## src/rtl/stopwatch_up.sv

```systemverilog
// stopwatch_up: up-counting M:SS stopwatch with BCD limit and buzzer; define LAP_EN to enable the lap-freeze display
module stopwatch_up #(
  parameter int TICK_DIV = 1000
) (
  input  logic       CLOCK,
  input  logic       RESET,
  input  logic [3:0] PSW,
  input  logic [3:0] RSW,
  output logic [7:0] SEG_A,
  output logic [7:0] SEG_B,
  output logic [7:0] SEG_C,
  output logic [7:0] SEG_D,
  output logic [7:0] LED,
  output logic       BZ
);
  localparam int PW = $clog2(TICK_DIV);
  typedef enum logic [1:0] {IDLE, RUN, PAUSE, LIMIT} state_t;
  state_t state, state_n;
  logic [PW-1:0] pre, pre_n;
  logic [3:0] psw_q, press, lim;
  logic [3:0] mn, st, su, mn_n, st_n, su_n, mn_i, st_i, su_i;
  logic tick, hit;
  logic lap, lap_n;
  logic [3:0] lmn, lst, lsu;
  logic unused_press;
  assign unused_press = ^press[3:2];

  function automatic logic [7:0] enc(input logic [3:0] d);
    case (d)
      4'd0: enc = 8'h3F;
      4'd1: enc = 8'h06;
      4'd2: enc = 8'h5B;
      4'd3: enc = 8'h4F;
      4'd4: enc = 8'h66;
      4'd5: enc = 8'h6D;
      4'd6: enc = 8'h7D;
      4'd7: enc = 8'h07;
      4'd8: enc = 8'h7F;
      4'd9: enc = 8'h6F;
      default: enc = 8'h00;
    endcase
  endfunction

  always_comb begin
    press = PSW & ~psw_q;
    lim = (RSW <= 4'd9) ? RSW : 4'd0;
    tick = pre == PW'(TICK_DIV - 1);
    su_i = (su == 4'd9) ? 4'd0 : su + 4'd1;
    st_i = (su != 4'd9) ? st : (st == 4'd5) ? 4'd0 : st + 4'd1;
    mn_i = (su != 4'd9 || st != 4'd5) ? mn : (mn == 4'd9) ? 4'd0 : mn + 4'd1;
    // limit is matched on the freshly incremented value, so a limit already passed waits for wrap
    hit = tick && lim != 4'd0 && mn_i == lim && st_i == 4'd0 && su_i == 4'd0;
    state_n = state;
    pre_n = pre;
    {mn_n, st_n, su_n} = {mn, st, su};
    case (state)
      IDLE: if (press[0]) begin
        state_n = RUN;
        pre_n = '0;
      end
      RUN: begin
        pre_n = tick ? '0 : pre + 1'b1;
        if (tick) {mn_n, st_n, su_n} = {mn_i, st_i, su_i};
        state_n = hit ? LIMIT : press[0] ? PAUSE : RUN;
      end
      PAUSE: if (press[1]) begin
        state_n = IDLE;
        pre_n = '0;
        {mn_n, st_n, su_n} = '0;
      end else if (press[0]) state_n = RUN;
      LIMIT: if (press[1]) begin
        state_n = IDLE;
        pre_n = '0;
        {mn_n, st_n, su_n} = '0;
      end
      default: state_n = IDLE;
    endcase
  end

`ifdef LAP_EN
  always_comb
    lap_n = (state == RUN) ? (hit ? 1'b0 : press[0] ? lap : press[2] ? ~lap : lap)
          : (state == PAUSE && press[1]) ? 1'b0 : lap;

  always_ff @(posedge CLOCK)
    if (!RESET) {lap, lmn, lst, lsu} <= '0;
    else begin
      lap <= lap_n;
      if (lap_n && !lap) {lmn, lst, lsu} <= {mn, st, su};
    end
`else
  assign lap = 1'b0;
  assign lap_n = 1'b0;
  assign {lmn, lst, lsu} = '0;
`endif

  always_ff @(posedge CLOCK)
    if (!RESET) begin
      state <= IDLE;
      pre <= '0;
      psw_q <= '0;
      {mn, st, su} <= '0;
      SEG_A <= 8'h00;
      SEG_B <= 8'h3F;
      SEG_C <= 8'h3F;
      SEG_D <= 8'h3F;
      LED <= 8'h00;
      BZ <= 1'b0;
    end else begin
      state <= state_n;
      pre <= pre_n;
      psw_q <= PSW;
      {mn, st, su} <= {mn_n, st_n, su_n};
      SEG_A <= lap ? 8'h38 : 8'h00;
      SEG_B <= enc(lap ? lmn : mn);
      SEG_C <= enc(lap ? lst : st);
      SEG_D <= enc(lap ? lsu : su);
      LED <= {4'h0, lap_n, state_n == LIMIT, state_n == PAUSE, state_n == RUN};
      BZ <= (state_n == LIMIT) && !BZ;
    end
endmodule

```

## config.mk

```make
export PLATFORM = sky130hd
export DESIGN_NAME = stopwatch_up
export DESIGN_NICKNAME = d
export VERILOG_FILES = /design/src/rtl/stopwatch_up.sv
export SDC_FILE = /design/constraint.sdc
export NUM_CORES = 1
export LEC_CHECK = 0
export ABC_AREA = 0
export CELL_PAD_IN_SITES_DETAIL_PLACEMENT = 2
export CELL_PAD_IN_SITES_GLOBAL_PLACEMENT = 2
export CORE_MARGIN = 2
export CORE_UTILIZATION = 31
export DETAILED_ROUTE_END_ITERATION = 10
export PLACE_DENSITY = 0.81
export SKIP_CTS_REPAIR_TIMING = 1
export SLEW_MARGIN = 5
export SYNTH_ARGS = -nofsm -noshare
export SYNTH_HDL_FRONTEND = slang
export SYNTH_SLANG_ARGS = --single-unit
```

## constraint.sdc

```tcl
create_clock -name CLOCK -period 3.7 [get_ports CLOCK]
set_clock_uncertainty 0.15 [all_clocks]
set_input_delay 0.555 -clock CLOCK [delete_from_list [all_inputs] [get_ports CLOCK]]
set_output_delay 0.555 -clock CLOCK [all_outputs]
set_load 0.01 [all_outputs]
```

### After elaboration in Yosys (flattened, before gate mapping)

Memories as Yosys holds them, arrays and structs flattened. A register that Yosys moved wholly into a read port is not among the register bits.
Index checks and enable logic that the tools add are counted.

* multipliers: 0
* shifts and indexed selects: 0
* $add $sub $neg: 4
* equal/unequal tests: 16
* reductions and logical operators: 18
* bitwise logic cells: 2
* order comparisons: 1
* muxes and demuxes: 23
* div/mod/pow operators: 0

Operator list (count)
* 4-bit two-way mux: 10
* 10-bit two-way mux: 3
* 10-bit one-hot mux with 3 select lines: 1
* 4-bit one-hot mux with 2 select lines: 3
* 4-bit by 1-bit adder with 4-bit output, second input constant: 3
* 10-bit by 1-bit adder with 10-bit output, second input constant: 1
* 10-bit equality test, second input constant: 1
* 2-bit two-way mux: 5
* 2-bit equality test, second input constant: 4
* 4-bit equality test, second input constant: 2
* 4-bit logical NOT: 2
* 2-bit one-hot mux with 4 select lines: 1
* 1-bit logical AND: 5
* 2-bit by 1-bit equality test with 1-bit output, second input constant: 2
* 4-bit by 3-bit equality test with 1-bit output, second input constant: 1
* 4-bit equality test: 1
* 4-bit less-or-equal comparator, second input constant: 1
* 1-bit logical NOT: 4
* 2-bit != test, second input constant: 2
* 4-bit by 3-bit != test with 1-bit output, second input constant: 1
* 4-bit != test, second input constant: 1
* 4-bit nonzero test: 1
* 3-bit AND reduction: 1
* 2-bit bitwise AND: 1
* 7 further kinds: 7

* RAM bits: 0
* memories kept: 3
* latch bits: 0
* ROM bits: 336
* word-level logic and storage cells: 79
* input bits: 10
* output and inout bits: 41
* flip-flop bits (word level): 59

Memory list
* (name not given): words 16, width 7, rd ports 1, clocked after Yosys merged registers in 1, write ports 0, RTL line 29 `case (d)`
* (name not given): words 16, width 7, rd ports 1, clocked after Yosys merged registers in 1, write ports 0, RTL line 29
* (name not given): words 16, width 7, rd ports 1, clocked after Yosys merged registers in 1, write ports 0, RTL line 29

### Longest topological paths before layout

* depth after elaboration: 11
* gate-level depth with buffers: 10
* gate-level depth less buffers: 8

### Least setup slack after synthesis

Ideal clock, no wire load.

* kind: register to register
* start: register su[1]
* end: register LED[0]
* clock period less this slack: 2.610 ns
* path slack: 1.090 ns
* required time: 3.434 ns
* stages on the path, launching flop included: 10
* path buffers: 1
* arrival: 2.343 ns
* cells stage by stage: dfxtp_1 -> inv_1 -> ha_1 -> and3b_1 -> buf_6 -> and3_4 -> a2111o_1 -> nor4_2 -> nand4_2 -> o211a_1

* longest elaborated chain between the ends: 10
* elaborated cells between the ends (all ways): 16
* classes of those cells: add/sub: 1; eq/ne: 4; mux: 5; reduce/logical: 6

RTL lines
* start: declaration: RTL line 21 `logic [3:0] mn, st, su, mn_n, st_n, su_n, mn_i, st_i, su_i;`
* start signal: assignment: RTL line 113 `{mn, st, su} <= {mn_n, st_n, su_n};`
* 4-bit != test: RTL line 49, 50
* 1-bit logical OR: RTL line 50 `mn_i = (su != 4'd9 || st != 4'd5) ? mn : (mn == 4'd9) ? 4'd0 : mn + 4'd1;`
* 4-bit two-way mux: RTL line 50
* 4-bit equality test: RTL line 52 `hit = tick && lim != 4'd0 && mn_i == lim && st_i == 4'd0 && su_i == 4'd0;`
* 1-bit logical AND (2 in series): RTL line 52
* 1-bit logical AND (*): RTL line 52
* 2-bit two-way mux (*): RTL line 64 `state_n = hit ? LIMIT : press[0] ? PAUSE : RUN;`
* 2-bit one-hot mux with 4 select lines (*): RTL line 56 `case (state)`
* 2-bit by 1-bit equality test with 1-bit output (*): RTL line 118 `LED <= {4'h0, lap_n, state_n == LIMIT, state_n == PAUSE, state_n == RUN};`
* end signal: assignment: RTL line 118
* end: declaration: RTL line 13 `output logic [7:0] LED,`

Mark *: on every way between the ends. The rest lies on a longest branch, timed or not.
A chain may end at the register's enable or synchronous reset.

### Worst setup path in the final report

Same ends and word-level chain as after synthesis.

==> results.toml <==
[run_status]
status = "complete, no violations"

[global_route]
grt.met2_usage = 0.284
met3_usage = 0.0315
met1_usage = 0.195
grt_pass1_wl_um = 14200
grt_use_total = 0.159
grt_max_degree = 29
busiest_layer = "met2"
antenna_found_initial = 0
grt_pass1_vias = 2852
grt_overflow = 0

[final_layout]
drive_gt1_frac = 0.0493
num_antenna_cells = 0
register_area_mm2 = 0.00102
multiInputGateArea_mm2 = 0.00186
layout-area-overhead-vs-synth_pct = 15.9
fillers = 1154
nNetsFinal = 439

[power]
power.switching_fraction = 0.231
power_density_mw_per_mm2 = 291
ir_drop_mv = 0.116
combPwrFrac = 0.072
p_int_uw = 802
switchingPower_uw = 240
pwr-share-seq = 0.537
p_leak_nw = 1.45
clkPwrFrac = 0.392
finalPower_mw = 1.04

[die]
die_w_um = 104
core-area_mm2 = 0.00973
die_h_um = 104
ios = 51
dieArea_mm2 = 0.0108
start_util = 0.318
fp-row-count = 36

[synthesis]
yosysSeqAreaShare = 0.330
synth_edf_count = 0
synthMostInstantiatedCell = "dfxtp_1"
yosysTopAreaCellShare = 0.330
synth_cells = 381
ys.flop_type = "dfxtp_1"
syn-cell-area_mm2 = 0.00309
synth.yosys.warnings = 0
ys_types = 55
yosysTopAreaCell = "dfxtp_1"
ys_ff_latch = 51
ys_top_cells_by_area = "dfxtp_1 (33%), ha_1 (9.7%), o21ai_0 (4.9%), buf_4 (3.9%), nor2b_1 (3.8%)"
synthTopCellsByCount = "dfxtp_1 (51), nand2_1 (31), o21ai_0 (30)"
syn_avg_cell_area_um2 = 8.11
synthArstFlopShare = 0

[sta]
fin_setup_tns_ps = 0
fin_ws_ps = 739
maxSlewViolCount = 0
worstMarginPinSlew_ps = 619
finalSetupViolations = 0
whs_ps = 275
slew_headroom = 0.585
fin_crit_sh = 0.800
rsz0062_at_grt = "false"
max_freq_mhz = 338
min_period_ps = 2960
hold_viol = 0

[placement]
portBuffers = 32
place.gp.congestion = 0.763
pre_cts_slack_ps = 757
hpwlAfterDp_um = 6160

[critical_path]
critPathLaunchType = "register"
reg2reg_to = "LED[0]"
path_max_fanout = 10
r2r_cells = 8
r2r_start = "su[1]"
reg2reg_slack_ps = 740
path_class = "register to register"
critPathCaptureType = "register"
cp_data_required_time_ps = 3760
arrival_ps = 3020
cp-startpoint = "su[1]"

[drt]
wl_per_cell_um = 15.6
vias_per_cell = 5.15
antenna_left = 0
wl_um = 8390
drc = 0
dr_total_vias = 2774
drtIter0Drc = 51
drtPass1Iterations = 4

[clocking]
clockBufferDepth = 2
cts_tree = "done"
path_clk_slew_ps = 100
numCtsBuffers = 5
insertion_delay_ps = 310
cts_root_buffer = "clkbuf_8"
htreeDepth = 2
clock-sinks = 51

[worst_hold_path]
holdPathEnd = "BZ"
hold_path.class = "register to register"
whs_path_depth = 1
hp-start = "BZ"

[run]
max-cap-violations = 0
==> cell families after synthesis <==
group | count (synthesis) | synth area share
DFF | 51 | 0.330
buffers and inverters | 51 | 0.0850
muxes | 2 | 0.00648
and+or+nand+nor | 157 | 0.277
other | 1 | 0.00121
xor gates and xnor gates | 2 | 0.00567
adders and majority gates | 24 | 0.0972
AOI/OAI and AO/OA | 93 | 0.197
==> routing by layer <==
metal,up-vias,share of wire
met5,-,0
met4,0,0.0088
met3,7,0.025
met2,42,0.51
met1,1379,0.46
li1,1346,-
==> cells in the final DEF (no fill, tap or decap), types with 3 or more instances in the layout <==
cell / count
and2_1: 11
a211oi_1: 3
inv_1: 17
nor3_1: 9
nor2_1: 28
nand2_1: 31
a31oi_1: 4
dfxtp_1: 51
and3b_1: 3
o221ai_1: 3
clkdlybuf4s50_1: 32
nand2b_1: 9
nor4_1: 3
clkbuf_8: 6
a31o_2: 3
o21ai_0: 30
and3_1: 7
a21boi_0: 4
nand4_1: 7
ha_1: 24
nand3_1: 14
o211a_1: 7
a21oi_1: 20
nor2b_1: 19
a21o_1: 4
nand3b_1: 5
conb_1: 16
nor4b_1: 3
buf_4: 4
==> how the worst max path moves through the flow <==
stage / endpoint / cells after the start / slack [ps]
after floorplan: LED[0] / 9 / 1090
after global placement: LED[0] / 8 / 820
after global routing: LED[0] / 9 / 480
after CTS: LED[0] / 8 / 690
after detailed placement: LED[0] / 8 / 760
final: LED[0] / 8 / 740
==> sequential cells by signal, summed over array words and instances, names as in the netlist <==
register,cells
pre,10
SEG_B,7
SEG_C,7
SEG_D,7
mn,4
st,4
su,4
LED,3
psw_q,2
state,2
BZ,1
==> cell type report <==
cell class / instances / share of cell area
multi-input combinational: 294 / 0.520
sequential: 51 / 0.285
timing repair buffer: 36 / 0.0978
tap: 133 / 0.0465
clock buffer: 6 / 0.0231
inverter: 17 / 0.0178
clock inverter: 2 / 0.00978
==> power by group through the flow <==
stage                     combinational (mW)  clock (mW)  sequential [mW]
final                                 0.0746       0.408            0.559
after global routing                  0.0832       0.452            0.560
after CTS                             0.0751       0.428            0.560
after detailed placement              0.0748           0            0.572
after global placement                0.0728           0            0.572
after floorplan                       0.0628           0            0.570
==> critical path: stages (launching register included) <==
cell and delay (ps):
dfxtp_1 440, inv_1 170, ha_1 270, and3b_1 370
o21ai_0 210, a2111o_1 460, nor4_2 350, nand4_2 210
o211a_1 250
==> through the flow <==
step                std cells  instance area [um^2]  utilization
detailed placement        531                  3460        0.356
CTS                       539                  3580        0.368
finish                    539                  3580        0.368
global placement          531                  3460        0.356
global route              539                  3580        0.368
floorplan                 396                  3150            -
(Power assumes the default switching activity.)
